## config.mk

```make
export PLATFORM = sky130hd
export DESIGN_NAME = pw_driver
export DESIGN_NICKNAME = d
export VERILOG_FILES = /design/src/rtl/pw_pkg.sv /design/src/rtl/pw_char_buf.sv /design/src/rtl/pw_driver.sv
export SDC_FILE = /design/constraint.sdc
export NUM_CORES = 1
export LEC_CHECK = 0
export ABC_AREA = 0
export CAP_MARGIN = 20
export CORE_MARGIN = 2
export CORE_UTILIZATION = 55
export CTS_CLUSTER_DIAMETER = 50
export DETAILED_ROUTE_END_ITERATION = 8
export GPL_ROUTABILITY_DRIVEN = 0
export HOLD_SLACK_MARGIN = 0.12
export PLACE_DENSITY = 0.87
export RECOVER_POWER = 25
export SKIP_LAST_GASP = 1
export SLEW_MARGIN = 10
export SYNTH_ARGS = -nofsm -noshare
export SYNTH_HDL_FRONTEND = slang
export SYNTH_SLANG_ARGS = --single-unit
```

## constraint.sdc

```tcl
create_clock -name clk -period 2.6 [get_ports clk]
set_input_delay 0.52 -clock clk [delete_from_list [all_inputs] [get_ports clk]]
set_output_delay 0.52 -clock clk [all_outputs]
set_load 0.02 [all_outputs]
```

## src/rtl/pw_pkg.sv

```systemverilog
// Shared definitions for the password-sequence driver: state encoding,
// result codes, character width and buffer geometry.
package pw_pkg;

  localparam int CHAR_W    = 7;
  localparam int ADDR_W    = 4;
  localparam int DEPTH_DEF = 16;
  localparam int CNT_W     = 8;

  typedef enum logic [2:0] {
    ST_IDLE  = 3'd0,
    ST_SETUP = 3'd1,
    ST_ENTER = 3'd2,
    ST_GAP   = 3'd3,
    ST_WAIT  = 3'd4,
    ST_DONE  = 3'd5
  } state_t;

  typedef enum logic [1:0] {
    RES_TIMEOUT = 2'b00,
    RES_OPEN    = 2'b01,
    RES_WRONG   = 2'b10,
    RES_EARLY   = 2'b11
  } result_t;

  // Clamp a requested sequence length to the buffer depth.
  function automatic logic [4:0] clamp_len(input logic [4:0] req, input int depth);
    logic [4:0] lim;
    lim = 5'(depth);
    return (req > lim) ? lim : req;
  endfunction

endpackage

```

## src/rtl/pw_char_buf.sv

```systemverilog
// DEPTH x CHAR_W character register file: one synchronous write port,
// one combinational read port, asynchronous clear.
module pw_char_buf
  import pw_pkg::*;
#(
  parameter int DEPTH = DEPTH_DEF
) (
  input  logic              clk,
  input  logic              reset_n,
  input  logic              we,
  input  logic [ADDR_W-1:0] waddr,
  input  logic [CHAR_W-1:0] wdata,
  input  logic [ADDR_W-1:0] raddr,
  output logic [CHAR_W-1:0] rdata
);

  logic [CHAR_W-1:0] mem [DEPTH];
  logic              waddr_ok;
  logic              raddr_ok;

  // Addresses beyond the populated depth are silently dropped.
  assign waddr_ok = ({1'b0, waddr} < 5'(DEPTH));
  assign raddr_ok = ({1'b0, raddr} < 5'(DEPTH));

  generate
    for (genvar gi = 0; gi < DEPTH; gi++) begin : g_ent
      logic [CHAR_W-1:0] ent_reg;

      always_ff @(posedge clk or negedge reset_n) begin
        if (!reset_n) begin
          ent_reg <= '0;
        end else if (we && waddr_ok && (waddr == ADDR_W'(gi))) begin
          ent_reg <= wdata;
        end
      end

      assign mem[gi] = ent_reg;
    end
  endgenerate

  assign rdata = raddr_ok ? mem[raddr] : '0;

endmodule

```

## src/rtl/pw_driver.sv

```systemverilog
// Plays a stored character sequence into a lock FSM (char + enter strobe),
// then waits for the lock's open/wrong verdict or a timeout.
module pw_driver
  import pw_pkg::*;
#(
  parameter int DEPTH     = DEPTH_DEF,
  parameter int HOLD_CYC  = 4,
  parameter int ENTER_CYC = 2,
  parameter int GAP_CYC   = 4,
  parameter int TIMEOUT   = 200
) (
  input  logic              clk,
  input  logic              reset_n,
  input  logic              wr_en,
  input  logic [ADDR_W-1:0] wr_addr,
  input  logic [CHAR_W-1:0] wr_data,
  input  logic [4:0]        len,
  input  logic              start,
  input  logic              open_in,
  input  logic              wrong_in,
  output logic [CHAR_W-1:0] char_out,
  output logic              enter_out,
  output logic              busy,
  output logic              done,
  output logic [1:0]        result
);

  state_t            state_reg, state_next;
  logic [CNT_W-1:0]  cnt_reg, cnt_next;
  logic [ADDR_W-1:0] idx_reg, idx_next;
  logic [4:0]        len_reg, len_next;
  logic [CHAR_W-1:0] char_reg, char_next;
  result_t           result_reg, result_next;
  logic              enter_reg, busy_reg, done_reg;
  logic              load_char;
  logic              buf_we;
  logic [CHAR_W-1:0] buf_rdata;
  logic              last_char;

  // The buffer is only writable while no sequence is in flight.
  assign buf_we = wr_en && ((state_reg == ST_IDLE) || (state_reg == ST_DONE));

  pw_char_buf #(
    .DEPTH (DEPTH)
  ) u_buf (
    .clk     (clk),
    .reset_n (reset_n),
    .we      (buf_we),
    .waddr   (wr_addr),
    .wdata   (wr_data),
    .raddr   (idx_next),
    .rdata   (buf_rdata)
  );

  assign last_char = ({1'b0, idx_reg} == (len_reg - 5'd1));

  always_comb begin
    state_next  = state_reg;
    cnt_next    = cnt_reg;
    idx_next    = idx_reg;
    len_next    = len_reg;
    result_next = result_reg;
    load_char   = 1'b0;

    case (state_reg)
      ST_IDLE: begin
        if (start) begin
          cnt_next    = '0;
          result_next = RES_TIMEOUT;
          if (len == 5'd0) begin
            state_next = ST_WAIT;
          end else begin
            state_next = ST_SETUP;
            len_next   = clamp_len(len, DEPTH);
            idx_next   = '0;
            load_char  = 1'b1;
          end
        end
      end

      ST_SETUP: begin
        if (open_in) begin
          state_next  = ST_DONE;
          result_next = RES_EARLY;
        end else if (cnt_reg == CNT_W'(HOLD_CYC - 1)) begin
          state_next = ST_ENTER;
          cnt_next   = '0;
        end else begin
          cnt_next = cnt_reg + 1'b1;
        end
      end

      ST_ENTER: begin
        if (open_in) begin
          state_next  = ST_DONE;
          result_next = RES_EARLY;
        end else if (cnt_reg == CNT_W'(ENTER_CYC - 1)) begin
          state_next = ST_GAP;
          cnt_next   = '0;
        end else begin
          cnt_next = cnt_reg + 1'b1;
        end
      end

      ST_GAP: begin
        if (open_in) begin
          state_next  = ST_DONE;
          result_next = RES_EARLY;
        end else if (cnt_reg == CNT_W'(GAP_CYC - 1)) begin
          cnt_next = '0;
          if (last_char) begin
            state_next = ST_WAIT;
          end else begin
            state_next = ST_SETUP;
            idx_next   = idx_reg + 1'b1;
            load_char  = 1'b1;
          end
        end else begin
          cnt_next = cnt_reg + 1'b1;
        end
      end

      ST_WAIT: begin
        // open outranks wrong when both arrive together
        if (open_in) begin
          state_next  = ST_DONE;
          result_next = RES_OPEN;
        end else if (wrong_in) begin
          state_next  = ST_DONE;
          result_next = RES_WRONG;
        end else if (cnt_reg == CNT_W'(TIMEOUT)) begin
          state_next  = ST_DONE;
          result_next = RES_TIMEOUT;
        end else begin
          cnt_next = cnt_reg + 1'b1;
        end
      end

      ST_DONE: begin
        state_next = ST_IDLE;
        cnt_next   = '0;
      end

      default: begin
        state_next = ST_IDLE;
        cnt_next   = '0;
      end
    endcase

    char_next = load_char ? buf_rdata : char_reg;
  end

  // Outputs are registered from the next state so they align with the state register.
  always_ff @(posedge clk or negedge reset_n) begin
    if (!reset_n) begin
      state_reg  <= ST_IDLE;
      cnt_reg    <= '0;
      idx_reg    <= '0;
      len_reg    <= '0;
      char_reg   <= '0;
      result_reg <= RES_TIMEOUT;
      enter_reg  <= 1'b0;
      busy_reg   <= 1'b0;
      done_reg   <= 1'b0;
    end else begin
      state_reg  <= state_next;
      cnt_reg    <= cnt_next;
      idx_reg    <= idx_next;
      len_reg    <= len_next;
      char_reg   <= char_next;
      result_reg <= result_next;
      enter_reg  <= (state_next == ST_ENTER);
      busy_reg   <= (state_next != ST_IDLE);
      done_reg   <= (state_next == ST_DONE);
    end
  end

  assign char_out  = char_reg;
  assign enter_out = enter_reg;
  assign busy      = busy_reg;
  assign done      = done_reg;
  assign result    = result_reg;

endmodule

```

# ---- After elaboration in Yosys (flattened, before gate mapping)
# Index checks and enable logic that the tools add are counted.
dict set report op_classes {
  add_sub_neg 3
  order_cmp 2
  eq_ne 34
  n_mux 44
  bitwise_logic 2
  n_reduce_logical 28
}
# op count
set op_table {}
lappend op_table {{8-bit 2-to-1 mux} 8}
lappend op_table {{3-bit 2-to-1 mux} 12}
lappend op_table {{4-bit equality test (second input constant)} 8}
lappend op_table {{8-bit case mux with 4 select lines} 1}
lappend op_table {{7-bit binary-select mux with 4-bit select} 1}
lappend op_table {{4-bit 2-to-1 mux} 5}
lappend op_table {{1-bit logical AND} 17}
lappend op_table {{4-bit by 3-bit equality test with 1-bit output (second input constant)} 4}
lappend op_table {{3-bit case mux with 5 select lines} 1}
lappend op_table {{7-bit 2-to-1 mux} 2}
lappend op_table {{2-bit != test (second input constant)} 6}
lappend op_table {{2-bit 2-to-1 mux} 5}
lappend op_table {{3-bit by 2-bit equality test with 1-bit output (second input constant)} 3}
lappend op_table {{3-bit equality test (second input constant)} 3}
lappend op_table {{8-bit by 1-bit adder with 8-bit output (second input constant)} 1}
lappend op_table {{4-bit by 2-bit equality test with 1-bit output (second input constant)} 2}
lappend op_table {{8-bit by 1-bit equality test with 1-bit output (second input constant)} 1}
lappend op_table {{8-bit by 2-bit equality test with 1-bit output (second input constant)} 1}
lappend op_table {{8-bit equality test (second input constant)} 1}
lappend op_table {{4-bit case mux with 2 select lines} 1}
lappend op_table {{2-bit case mux with 3 select lines} 1}
lappend op_table {{6-bit AND reduction} 1}
lappend op_table {{3-bit nonzero test} 2}
lappend op_table {{4-bit by 5-bit equality test with 1-bit output} 1}
lappend op_table {{other kinds (21)} 25}
dict set report totals {
  ff_bits 144
  input_bits 22
  output_inout_bits 12
  elab_cells 138
}

# ---- Depth between registers and ports, before layout
dict set report depth {
  word_depth 10
  depth_mapped 13
  mapped_depth_nobuf 11
}

# ---- Hierarchy
# A second synthesis with hierarchy kept.
dict set report unflattened {
  cells_unflattened 508
  area_unflattened_um2 6996.7
}
# module instances cells_each area_per_inst_um2 seq_area_each_um2
set by_module_without_submodules {}
lappend by_module_without_submodules {pw_char_buf 1 322 5102.4 2802.7}
lappend by_module_without_submodules {pw_driver 1 186 1894.3 800.8}

# ---- Least setup slack after synthesis
# OpenSTA, ideal clock, no wires.
dict set report synth_path {
  path_type {flip-flop to flip-flop}
  startpoint {register cnt_reg[3]}
  endpoint {register char_reg[5] (netlist: char_out[5])}
  setup_time_ns 0.150
  arrival_ns 2.666
  required_ns 2.450
  slack_ns -0.217
  path_stages_with_launch 10
  n_path_buf 1
  path_cell_list {dfrtp_1 > nor3_1 > nand3_1 > nor3_2 > a21boi_2 > nor2_1 > buf_2 > mux2_2 > o211ai_1 > a41oi_1}
}
dict set report synth_between {
  elab_chain_len 8
  elab_cells_between_ends 11
  classes_between {eq/ne (1); mux (9); bitwise (1)}
}
# item line
set synth_lines {}
lappend synth_lines {{start, declared} pw_driver.sv:29} ;# logic [CNT_W-1:0] cnt_reg, cnt_next;
lappend synth_lines {{start signal, assigned} pw_driver.sv:167} ;# cnt_reg <= cnt_next;
lappend synth_lines {{8-bit by 2-bit equality test with 1-bit output *} pw_driver.sv:109} ;# end else if (cnt_reg == CNT_W'(GAP_CYC - 1)) begin
lappend synth_lines {{4-bit 2-to-1 mux} pw_driver.sv:109}
lappend synth_lines {{4-bit 2-to-1 mux} pw_driver.sv:106} ;# if (open_in) begin
lappend synth_lines {{4-bit case mux with 2 select lines} pw_driver.sv:65} ;# case (state_reg)
lappend synth_lines {{4-bit inverter with 5-bit output (implied by the code)} pw_char_buf.sv:41} ;# assign rdata = raddr_ok ? mem[raddr] : '0;
lappend synth_lines {{7-bit binary-select mux with 4-bit select} pw_char_buf.sv:41}
lappend synth_lines {{7-bit 2-to-1 mux (implied by the code) (2 in a row)} pw_char_buf.sv:41}
lappend synth_lines {{end signal, assigned} pw_driver.sv:170} ;# char_reg <= char_next;
lappend synth_lines {{end, declared} pw_driver.sv:32} ;# logic [CHAR_W-1:0] char_reg, char_next;
# Mark *: on every way between the ends. The rest lies on a longest branch, timed or not. The select of a mux whose other input is x is not followed.
# A chain may end at the register's enable or synchronous reset.

# ---- Worst setup path in the final report
dict set report layout_path {
  startpoint {register len_reg[0]}
  endpoint {register char_reg[5] (netlist: char_out[5])}
}
dict set report layout_between {
  elab_chain_len 10
  elab_cells_between_ends 14
  classes_between {add/sub (1); eq/ne (1); mux (11); bitwise (1)}
}
# item line
set layout_lines {}
lappend layout_lines {{start, declared} pw_driver.sv:31} ;# logic [4:0] len_reg, len_next;
lappend layout_lines {{start signal, assigned} pw_driver.sv:169} ;# len_reg <= len_next;
lappend layout_lines {{5-bit by 1-bit subtractor with 5-bit output *} pw_driver.sv:55} ;# assign last_char = ({1'b0, idx_reg} == (len_reg - 5'd1));
lappend layout_lines {{4-bit by 5-bit equality test with 1-bit output *} pw_driver.sv:55}
lappend layout_lines {{4-bit 2-to-1 mux} pw_driver.sv:111} ;# if (last_char) begin
lappend layout_lines {{4-bit 2-to-1 mux} pw_driver.sv:109}
lappend layout_lines {{4-bit 2-to-1 mux} pw_driver.sv:106}
lappend layout_lines {{4-bit case mux with 2 select lines} pw_driver.sv:65}
lappend layout_lines {{4-bit inverter with 5-bit output (implied by the code)} pw_char_buf.sv:41}
lappend layout_lines {{7-bit binary-select mux with 4-bit select} pw_char_buf.sv:41}
lappend layout_lines {{7-bit 2-to-1 mux (implied by the code) (2 in a row)} pw_char_buf.sv:41}
# Marked as above.

==> out/qor.yml <==
global_routing:
  grt_pass1_wl_um: 36780
  grt_pass1_vias: 6914
  antenna_found_initial: 0
  grt_use_total: 0.3302
  grt_max_degree: 50
  grt_overflow: 0
clock_tree:
  cts_inserted_buffers: 17
  cts.sinks: 144
  root_buffer: "clkbuf_16"
  cts_tree: "yes"
  clkLatencyLatePin_ps: 440
  cts.path.max_buffers: 2
  clk_pin_slew_ps: 70
  cts-htree-levels: 4
synth:
  netlist_instances: 702
  avgSynthCellArea_um2: 10.82
  ys.flop_type: "dfrtp_1"
  synth.cell_area_um2: 7597
  yosysWarnings: 0
  synth_edf_count: 0
  yosysSeqAreaShare: 0.4743
  async_flop_share: 1.000
  synth_nets: 729
  synth-seq-cells: 144
  synth_cell_type_count: 51
timing:
  skew_ps: 14.79
  worstMarginPinSlew_ps: 1204
  final_hold_viol_count: 0
  period_minus_slack_ps: 2842
  setup_ws_ps: -241.8
  drv_slew: 0
  rsz0062_at_grt: "yes"
  finalSetupViolations: 7
  min_period_over_period: 1.093
  fmax_mhz: 351.9
  relSlewSlack: 0.1977
  hold_ws_ps: 502.9
floorplan:
  start_util: 0.5692
  die_w_um: 121.5
  rows: 42
  die_area_um2: 14770
  io_pins: 34
  die_y_um: 121.5
  core_um2: 13350
place:
  dpl.hpwl_um: 14640
  port_buffers: 33
drt:
  drcViolationCount: 0
  wl_per_cell_um: 24.35
  routed_wl_um: 24100
  drt_iter0_markers: 1108
  via_per_inst: 7.043
  dr.pass1.iters: 7
  dr_total_vias: 6973
  drtAntennaViolNets: 0
outcome:
  violations: "negative setup slack"
  status: "complete, but fails checks"
power_and_ir_drop:
  power_density_nw_per_um2: 994.7
  ir_worst_vdd_v: 0.0006743
  p_total_mw: 9.643
  p_leak_nw: 4.101
worst_setup_path:
  worst-endpoint-arrival_ps: 3140
  start_kind: "flop"
  crit_fanout: 7
  critical_path_class: "reg -> reg"
  critPathRequiredTime_ps: 2890
  cp-end-kind: "flop"
final_layout:
  syn_to_final_growth_pct: 27.60
  largest_reg_flops: 112
  layout-drive-gt1-share: 0.3722
  n_antenna_cell: 0
  ff_latch_area_um2: 3603
  multiInputGateArea_um2: 4028
  fillers: 806
  final_nets: 828
job:
  max-cap-violations: 0
hold_path:
  hp-class: "reg -> reg"
-- cell usage in the layout, fill, tap and decap left out, drive strengths merged, types with 12 or more instances in the layout --
master         Yosys  routed
clkdlybuf4s50      0      28
a32oi             14      14
a21oi             24      24
dfrtp            144     144
inv               11      12
nor3              15      15
nor2              30      30
nand2             20      20
mux2             127     127
buf                8      97
o21ai             30      30
nand3             54      54
clkbuf            44      22
nand4             44      44
o211ai            16      16
nand3b            24      24
-- power by group --
| group | switching (mW) | internal [mW] | leakage (nW) | total (mW) |
|---|---|---|---|---|
| Clock | 0.984 | 1.52 | 0.286 | 2.50 |
| Combinational | 1.62 | 1.67 | 1.97 | 3.29 |
| Sequential | 0.715 | 3.14 | 1.85 | 3.85 |
| Total | 3.32 | 6.32 | 4.10 | 9.64 |
-- Yosys cell counts (7+ instances only) --
cell type | instances | share of area
o21ai_0 | 29 | 0.019
a32oi_1 | 14 | 0.016
dfrtp_1 | 144 | 0.47
nand2_1 | 20 | 0.0099
clkbuf_1 | 44 | 0.022
o211ai_1 | 15 | 0.015
xnor2_1 | 8 | 0.0092
a41oi_1 | 7 | 0.0081
nor3_1 | 13 | 0.0086
buf_2 | 7 | 0.0046
xor2_1 | 9 | 0.010
nand3_1 | 54 | 0.036
nand4_1 | 44 | 0.036
nand3b_1 | 24 | 0.024
nor2b_1 | 9 | 0.0074
a21oi_1 | 24 | 0.016
mux2_2 | 127 | 0.19
a221oi_1 | 7 | 0.0081
nand2b_1 | 9 | 0.0074
nor2_1 | 30 | 0.015
inv_1 | 9 | 0.0044
-- final cells by class --
| cell class | count | share of cell area |
|---|---|---|
| flip-flops and latches | 144 | 0.3717 |
| repair buffers | 132 | 0.1239 |
| well taps | 176 | 0.02272 |
| multi-input cells | 495 | 0.4155 |
| clock inverters | 12 | 0.01665 |
| inverters | 11 | 0.004517 |
| clock buffers | 20 | 0.04504 |
-- critical path: stages (launching register included) --
cell and delay, ps:
dfrtp_1 390, inv_2 70, ha_4 150, xor2_2 150
nor3_2 80, o311ai_4 410, buf_6 180, a21boi_4 80
nor2_4 170, buf_12 140, mux2_2 360, o211ai_1 320
a41oi_1 190
-- cell families after synthesis --
group,share of synthesized area
adders and majority gates,0.008235
and+or+nand+nor,0.1714
AOI/OAI and AO/OA,0.1059
DFF,0.4743
xor gates and xnor gates,0.01960
muxes,0.1882
buffers and inverters,0.03228
-- worst paths after layout --
| kind | start | end | slack (ps) | cells past startpoint |
|---|---|---|---|---|
| worst max-delay path | len_reg[0] | char_out[5] | -240 | 12 |
| worst max register to register | len_reg[0] | char_out[5] | -240 | 12 |
| max in group asynchronous | reset_n | u_buf.g_ent[8].ent_reg[3] | 280 | 3 |
| worst min-delay path | u_buf.g_ent[8].ent_reg[4] | u_buf.g_ent[8].ent_reg[4] | 500 | 1 |
| worst min register to register | u_buf.g_ent[8].ent_reg[4] | u_buf.g_ent[8].ent_reg[4] | 500 | 1 |
| min in group asynchronous | reset_n | u_buf.g_ent[4].ent_reg[6] | 870 | 2 |
-- per-stage QoR --
stage | setup TNS [ps] | setup slack (ps) | cell area (um^2) | cells | util
3_3_place_gp | -4330 | -602.5 | 8792 | 944 | 0.6587
2_1_floorplan | -19.93 | -7.338 | 7711 | 702 | -
5_1_grt | -4246 | -310.0 | 9694 | 990 | 0.7263
3_5_place_dp | -5116 | -663.5 | 8792 | 944 | 0.6587
6_report | -1346 | -241.8 | 9694 | 990 | 0.7263
4_1_cts | -944.2 | -181.4 | 9572 | 985 | 0.7171
-- repair_timing --
| action | 4_1_cts | 5_1_grt |
|---|---|---|
| cloned | 1 | 0 |
| hold buffers | 1 | 0 |
| pin swaps | 17 | 17 |
| hold endpoints to repair | 44 | 0 |
| gates resized for setup | 22 | 20 |
| setup endpoints to repair | 7 | 7 |
| setup buffers | 8 | 5 |
-- routing by layer --
layer,GRT usage,wire length (um),vias to the layer above
met5,0,0,-
met4,0.1767,1349,0
met3,0.1049,2547,159
met2,0.5376,11710,567
met1,0.3922,8499,3409
li1,-,-,2838
Note: power is estimated with default switching activity, not from simulation.
